**src/rtl/wb_sram_bridge_pkg.sv**
```systemverilog
// Shared types and elaboration-time helpers for the Wishbone-to-SRAM byte-enable bridge.
// Holds the FSM state encoding and the address-split constants.
package wb_sram_bridge_pkg;

   typedef enum logic [2:0] {
      S_IDLE,
      S_ISSUE,
      S_CAPTURE,
      S_ACK,
      S_ERR
   } state_t;

   // Number of byte-address bits that select a byte lane within one data word.
   function automatic int offset_bits(input int data_width);
      return $clog2(data_width / 8);
   endfunction

   // Ones over bits [wb_aw-1:lo]: the address bits that must match the window base.
   function automatic logic [63:0] window_mask(input int wb_aw, input int lo);
      logic [63:0] m;
      m = '0;
      for (int i = 0; i < 64; i++) begin
         if (i >= lo && i < wb_aw) m[i] = 1'b1;
      end
      return m;
   endfunction

endpackage

```
**src/rtl/wb_sram_byte_en_bridge.sv**
```systemverilog
// Wishbone classic slave that maps a fixed address window onto a byte-enable SRAM
// with registered read data; out-of-window requests are answered with a one-cycle err.
module wb_sram_byte_en_bridge
   import wb_sram_bridge_pkg::*;
#(
   parameter int                       ADDRESS_WIDTH = 7,
   parameter int                       DATA_WIDTH    = 32,
   parameter int                       WB_ADDR_WIDTH = 32,
   parameter logic [WB_ADDR_WIDTH-1:0] BASE_ADDR     = 32'h1000_0000
) (
   input  logic                     i_clk,
   input  logic                     i_rst_n,
   input  logic [WB_ADDR_WIDTH-1:0] i_wb_adr,
   input  logic [DATA_WIDTH-1:0]    i_wb_dat,
   input  logic [DATA_WIDTH/8-1:0]  i_wb_sel,
   input  logic                     i_wb_we,
   input  logic                     i_wb_cyc,
   input  logic                     i_wb_stb,
   output logic [DATA_WIDTH-1:0]    o_wb_dat,
   output logic                     o_wb_ack,
   output logic                     o_wb_err,
   output logic [ADDRESS_WIDTH-1:0] o_sram_address,
   output logic [DATA_WIDTH-1:0]    o_sram_write_data,
   output logic                     o_sram_write_enable,
   output logic [DATA_WIDTH/8-1:0]  o_sram_byte_enable,
   input  logic [DATA_WIDTH-1:0]    i_sram_read_data
);

   localparam int OFFSET = offset_bits(DATA_WIDTH);
   localparam logic [WB_ADDR_WIDTH-1:0] WIN_MASK =
      WB_ADDR_WIDTH'(window_mask(WB_ADDR_WIDTH, ADDRESS_WIDTH + OFFSET));

   state_t state;
   logic   wr_q;
   logic   req;
   logic   in_window;
   logic [ADDRESS_WIDTH-1:0] word_addr;

   always_comb begin
      req       = i_wb_cyc & i_wb_stb;
      in_window = ((i_wb_adr ^ BASE_ADDR) & WIN_MASK) == '0;
      word_addr = i_wb_adr[ADDRESS_WIDTH+OFFSET-1:OFFSET];
   end

   // NOTE: all state and outputs use non-blocking assignments so every register
   // samples pre-edge values; blocking here would create ordering-dependent logic.
   always_ff @(posedge i_clk or negedge i_rst_n) begin
      if (!i_rst_n) begin
         state               <= S_IDLE;
         wr_q                <= 1'b0;
         o_wb_dat            <= '0;
         o_wb_ack            <= 1'b0;
         o_wb_err            <= 1'b0;
         o_sram_address      <= '0;
         o_sram_write_data   <= '0;
         o_sram_write_enable <= 1'b0;
         o_sram_byte_enable  <= '0;
      end else begin
         // Handshake flags are single-cycle pulses; only ISSUE/CAPTURE/IDLE raise them.
         o_wb_ack <= 1'b0;
         o_wb_err <= 1'b0;
         case (state)
            S_IDLE: begin
               if (req) begin
                  if (in_window) begin
                     o_sram_address      <= word_addr;
                     o_sram_write_data   <= i_wb_dat;
                     o_sram_byte_enable  <= i_wb_we ? i_wb_sel : '0;
                     o_sram_write_enable <= i_wb_we && (i_wb_sel != '0);
                     wr_q                <= i_wb_we;
                     state               <= S_ISSUE;
                  end else begin
                     o_wb_err <= 1'b1;
                     state    <= S_ERR;
                  end
               end
            end
            S_ISSUE: begin
               o_sram_write_enable <= 1'b0;
               if (!i_wb_cyc) begin
                  state <= S_IDLE;
               end else if (wr_q) begin
                  o_wb_ack <= 1'b1;
                  state    <= S_ACK;
               end else begin
                  state <= S_CAPTURE;
               end
            end
            S_CAPTURE: begin
               // The SRAM read data is valid here, one clock after the address was presented.
               if (!i_wb_cyc) begin
                  state <= S_IDLE;
               end else begin
                  o_wb_dat <= i_sram_read_data;
                  o_wb_ack <= 1'b1;
                  state    <= S_ACK;
               end
            end
            S_ACK, S_ERR: state <= S_IDLE;
            default:      state <= S_IDLE;
         endcase
      end
   end

endmodule

```
**config.mk**
```make
export PLATFORM = sky130hd
export DESIGN_NAME = wb_sram_byte_en_bridge
export DESIGN_NICKNAME = d
export VERILOG_FILES = /design/src/rtl/wb_sram_bridge_pkg.sv /design/src/rtl/wb_sram_byte_en_bridge.sv
export SDC_FILE = /design/constraint.sdc
export NUM_CORES = 1
export LEC_CHECK = 0
export ABC_AREA = 0
export ABC_CLOCK_PERIOD_IN_PS = 2250
export BUFFER_PORTS_ARGS = -buffer_cell sky130_fd_sc_hd__buf_4
export CAP_MARGIN = 20
export CORE_MARGIN = 5
export CORE_UTILIZATION = 44
export DETAILED_ROUTE_END_ITERATION = 7
export GPL_ROUTABILITY_DRIVEN = 0
export PLACE_DENSITY_LB_ADDON = 0.1
export SYNTH_ARGS = -nofsm -noshare
export SYNTH_HDL_FRONTEND = slang
export SYNTH_SLANG_ARGS = --single-unit
```
**constraint.sdc**
```tcl
create_clock -name i_clk -period 2.25 [get_ports i_clk]
set_clock_uncertainty 0.1 [all_clocks]
set_input_delay 0 -clock i_clk [delete_from_list [all_inputs] [get_ports i_clk]]
set_output_delay 0 -clock i_clk [all_outputs]
set_load 0.01 [all_outputs]
```
## Word-level counts from Yosys, hierarchy flattened

Index checks and enable logic that the tools add are counted.

- Bitwise gates (word level): 2
- Mux-type cells: 17
- Reductions and logical operators: 8
- Eq/ne operators: 4

Operator list:

| kind | number |
|---|---|
| 32-bit logical NOT | 1 |
| 1-bit 2-to-1 mux | 9 |
| 3-bit one-hot mux with 3 select lines | 1 |
| 3-bit 2-to-1 mux | 2 |
| 3-bit AND reduction | 2 |
| 2-bit 2-to-1 mux | 2 |
| 4-bit 2-to-1 mux | 1 |
| 2-bit != test, second input constant | 2 |
| 1-bit one-hot mux with 2 select lines | 2 |
| 4-bit nonzero test | 1 |
| 3-bit by 1-bit == test with 1-bit output, second input constant | 1 |
| 3-bit by 2-bit == test with 1-bit output, second input constant | 1 |
| 3-bit logical NOT | 1 |
| 2-bit AND reduction | 1 |
| 2-bit nonzero test | 1 |
| 1-bit bitwise AND | 1 |
| 1-bit logical AND | 1 |
| 1-bit inverter | 1 |

- Bits of input ports: 105
- Output and inout port bits: 78
- Word-level logic and storage cells: 40
- Register bits: 82

## Longest topological paths before layout

- Depth after elaboration: 5
- Mapped depth: 6
- Gate-level depth less buffers: 4

## Worst setup path after synthesis

Ideal clock, no wire load.

- Path type: reg-to-reg
- Start point: reg state[2]
- End point: reg o_sram_address[0]
- Setup time: 125 ps
- Cell stages (with the launch flop): 6
- Buffers on the path: 1
- Period minus slack after synthesis: 1,910 ps
- Required time: 2,025 ps
- Arrival time: 1,685 ps
- Path slack: 340 ps
- Path through: dfrtp_1 nand2b_1 nor2_1 nor4b_4 buf_6 mux2_2

- Word-level cells in the longest chain between the ends: 2

Ends and longest elaborated chain:

| item | RTL line | text |
|---|---|---|
| start: declaration | wb_sram_byte_en_bridge.sv:33 | `state_t state;` |
| start signal: assignment | wb_sram_byte_en_bridge.sv:49 | `state <= S_IDLE;` |
| start signal: assignment | wb_sram_byte_en_bridge.sv:71 | `state <= S_ISSUE;` |
| start signal: assignment | wb_sram_byte_en_bridge.sv:74 | `state <= S_ERR;` |
| 3-bit logical NOT | wb_sram_byte_en_bridge.sv:62 | `case (state)` |
| 3-bit AND reduction (no line) | - |  |
| end signal: assignment | wb_sram_byte_en_bridge.sv:66 | `o_sram_address <= word_addr;` |
| end: declaration | wb_sram_byte_en_bridge.sv:22 | `output logic [ADDRESS_WIDTH-1:0] o_sram_address,` |

Every way passes these cells.
A chain may end at the register's enable or synchronous reset.

## Worst setup path in the final report

- Start point: reg state[2]
- End point: reg o_sram_write_data[1]

- Word-level cells in the longest chain between the ends: 2

Ends and longest elaborated chain:

| item | RTL line | text |
|---|---|---|
| 3-bit logical NOT | wb_sram_byte_en_bridge.sv:62 |  |
| 3-bit AND reduction (no line) | - |  |
| end signal: assignment | wb_sram_byte_en_bridge.sv:67 | `o_sram_write_data <= i_wb_dat;` |
| end: declaration | wb_sram_byte_en_bridge.sv:23 | `output logic [DATA_WIDTH-1:0] o_sram_write_data,` |

Every way passes these cells.

==> impl_metrics.py <==
metrics = {
    "run_status": {
        "status": "finished clean",
    },
    "hold_path": {
        "hold_class": "input port to async pin",
    },
    "grt": {
        "grt_max_degree": 48,
        "grt_pass1_wl_mm": 13.9,
        "antenna_found_initial": 0,
        "grtUsageTotal_pct": 20.0,
        "grt_pass1_vias": 2897,
        "gr-total-overflow": 0,
    },
    "synthesis": {
        "yosysSeqAreaShare_pct": 64.2,
        "yosysTopAreaCell": "dfrtp_1",
        "synthCells": 203,
        "syn_area_sq_um": 3200,
        "ys_seq_elements": 82,
        "yosys_warnings": 0,
        "synth.net_count": 308,
        "ys_types": 24,
        "synth_area_leaders": "dfrtp_1 (64%), mux2_2 (25%), mux2i_1 (1.6%), buf_6 (1.4%), nor4_1 (1.4%)",
        "synth_top_area_share_pct": 64.2,
        "synth_area_per_cell_sq_um": 15.7,
    },
    "floorplan": {
        "initial_core_util_pct": 44.6,
        "rows": 31,
        "die_area_sq_um": 9070,
        "ios": 183,
        "coreArea_sq_um": 7180,
        "dieWidth_um": 95.2,
        "die_h_um": 95.2,
    },
    "timing": {
        "tightest_slew_ns": 0.476,
        "period_share_pct": 85.9,
        "slew_violations": 0,
        "maxSlewHeadroom_pct": 68.3,
        "fmax_mhz": 517,
        "hold_viol_final": 0,
        "grt_setup_unrepaired": "no",
        "setup_viol": 0,
        "min_period_ns": 1.93,
        "tns_ns": 0,
    },
    "placed_design": {
        "io_buffers": 180,
        "dpl.cell_count": 479,
        "hpwl_mm": 5.94,
        "place_area_sq_um": 4670,
    },
    "layout": {
        "finalInstanceArea_sq_um": 5700,
        "areaGrowthSynthToFinish_pct": 78.4,
        "fin_cells": 577,
        "drive_above_1_share_pct": 57.3,
        "nets": 579,
        "diodes": 0,
    },
    "worst_setup_path": {
        "crit_path_max_fanout": 23,
        "reg2reg_from": "state[2]",
        "slowest_stage": "mux2_2",
        "max_stage_delay_ns": 0.38,
        "worst_setup_path_start_kind": "flop",
        "r2r_slack_ns": 0.32,
        "reg2reg_to": "o_sram_write_data[1]",
        "path_class": "flop to flop",
        "worst_ep_arrival_time_ns": 2.06,
        "path_cells": "nand2b_1, nor2_1, nor4b_4, buf_4, mux2_2",
        "worst_ep_required_time_ns": 2.38,
        "critPathCaptureType": "flop",
        "r2r_cells": 5,
    },
    "clock_network": {
        "path_clk_slew_ns": 0.08,
        "clock_latency_ns": 0.34,
        "clock_sinks": 82,
        "cts_inserted_buffers": 9,
        "cts_root_buffer": "clkbuf_8",
        "cts_buffer_depth": 2,
        "cts_tree": "yes",
        "cts_resized": 0,
        "htree_num_levels": 3,
    },
    "drt": {
        "vias_per_cell": 4.72,
        "ant_nets": 0,
        "num_vias": 2723,
        "drtIter0Drc": 38,
        "drc": 0,
        "dr.pass1.iters": 4,
        "wl_per_cell_um": 15.5,
        "routed_wirelength_mm": 8.97,
    },
    "power_and_ir_drop": {
        "p_leak_nw": 2.95,
        "total_power_mw": 3.17,
        "p_per_area_nw_per_um2": 556,
        "ir_worst_vdd_mv": 0.320,
    },
    "job": {
        "drv_cap": 0,
    },
}
## worst max-delay path, delay by kind of cell (launching register included)
kind / cells / cell delay, ns
buffers and inverters: 1 / 0.34
DFF: 1 / 0.37
muxes: 1 / 0.38
and+or+nand+nor: 3 / 0.63
## routing by layer
| layer | global-route usage, % | vias to the layer above | routed length, um |
|---|---|---|---|
| li1 | - | 1258 | - |
| met1 | 23.8 | 1329 | 3410 |
| met2 | 34.1 | 116 | 4630 |
| met3 | 5.37 | 20 | 723 |
| met4 | 8.41 | 0 | 211 |
| met5 | 0 | - | 0 |
## worst max-delay path by stage
| stage | startpoint | end | slack [ns] | cells after the start |
|---|---|---|---|---|
| global route | state[2] | o_sram_byte_enable[2] | 0.17 | 6 |
| CTS | state[2] | wr_q | 0.30 | 5 |
| finish | state[2] | o_sram_write_data[1] | 0.32 | 5 |
| global placement | i_wb_adr[10] | o_sram_write_data[6] | 0.29 | 6 |
| floorplan | state[2] | o_sram_address[0] | 0.34 | 5 |
| detailed placement | i_wb_adr[10] | o_sram_address[2] | 0.21 | 6 |
## logic make-up (layout without fill, tap and decap cells)
| family | after synthesis | count (layout) | share of synthesized area [%] |
|---|---|---|---|
| muxes | 77 | 77 | 26.9 |
| buffers and inverters | 13 | 288 | 2.58 |
| and+or+nand+nor | 27 | 27 | 5.48 |
| DFF | 82 | 82 | 64.2 |
| xor gates and xnor gates | 1 | 1 | 0.274 |
| AOI/OAI and AO/OA | 3 | 3 | 0.548 |
## power by group
group          internal [mW]  switching, mW  total [mW]  leakage (nW)
clock                  0.568          0.508        1.08         0.101
sequential              1.54         0.0364        1.58          1.10
combinational          0.345          0.172       0.517          1.75
total                   2.46          0.716        3.17          2.95
## sequential cells by signal, indices dropped and copies added (netlist names), 3 cells and up
name                flops
state                   3
o_sram_byte_enable      4
o_sram_address          7
o_sram_write_data      32
o_wb_dat               32
## placed cells by master (no fill, tap or decap)
| cell | instances |
|---|---|
| mux2i_1 | 5 |
| a21oi_1 | 2 |
| xnor2_1 | 1 |
| nand4_1 | 1 |
| clkinvlp_4 | 1 |
| dfrtp_1 | 82 |
| buf_12 | 2 |
| o31ai_1 | 1 |
| clkinv_4 | 1 |
| mux2_1 | 1 |
| mux2_2 | 71 |
| buf_4 | 183 |
| inv_1 | 5 |
| and2_1 | 1 |
| clkbuf_8 | 11 |
| nand3_1 | 1 |
| nor4b_4 | 1 |
| nor2_1 | 4 |
| or4_2 | 1 |
| clkinv_2 | 1 |
| nor3_1 | 1 |
| nor3b_1 | 1 |
| nand2b_1 | 2 |
| bufinv_16 | 1 |
| nor4b_2 | 1 |
| nor4_1 | 7 |
| dlygate4sd3_1 | 83 |
| or4_1 | 1 |
| nand2_1 | 5 |
## per-stage QoR
step | util, % | setup slack (ns) | hold WS (ns)
after floorplan | - | 0.340 | -0.396
after global placement | 65.1 | 0.286 | -0.109
after detailed placement | 65.1 | 0.214 | -0.104
after CTS | 79.5 | 0.299 | 0.0595
after global routing | 79.5 | 0.168 | 0.0916
final | 79.5 | 0.317 | 0.0503
## repair_timing
action / in CTS / in global routing
hold endpoints to repair: 164 / 0
setup endpoints to repair: 0 / 0
setup buffers: 0 / 0
hold buffers: 83 / 0
## final cells by class
cell class	count	area, sq um
clock inverter	4	51.3
inverter	5	18.8
sequential	82	2050
timing repair buffer	268	2240
tap	99	124
clock buffer	11	151
fill	438	1470
multi-input combinational	108	1060
## cell usage after synthesis (all sizes together)
library cell  number
nand2              5
and2               1
nor2               4
mux2i              5
nor3b              1
xnor2              1
a21oi              2
o31ai              1
clkbuf             1
nand2b             2
nor3               1
mux2              72
nor4               7
nand3              1
nor4b              2
buf                7
dfrtp             82
nand4              1
or4                2
inv                5
Note: power is estimated with default switching activity, not from simulation.
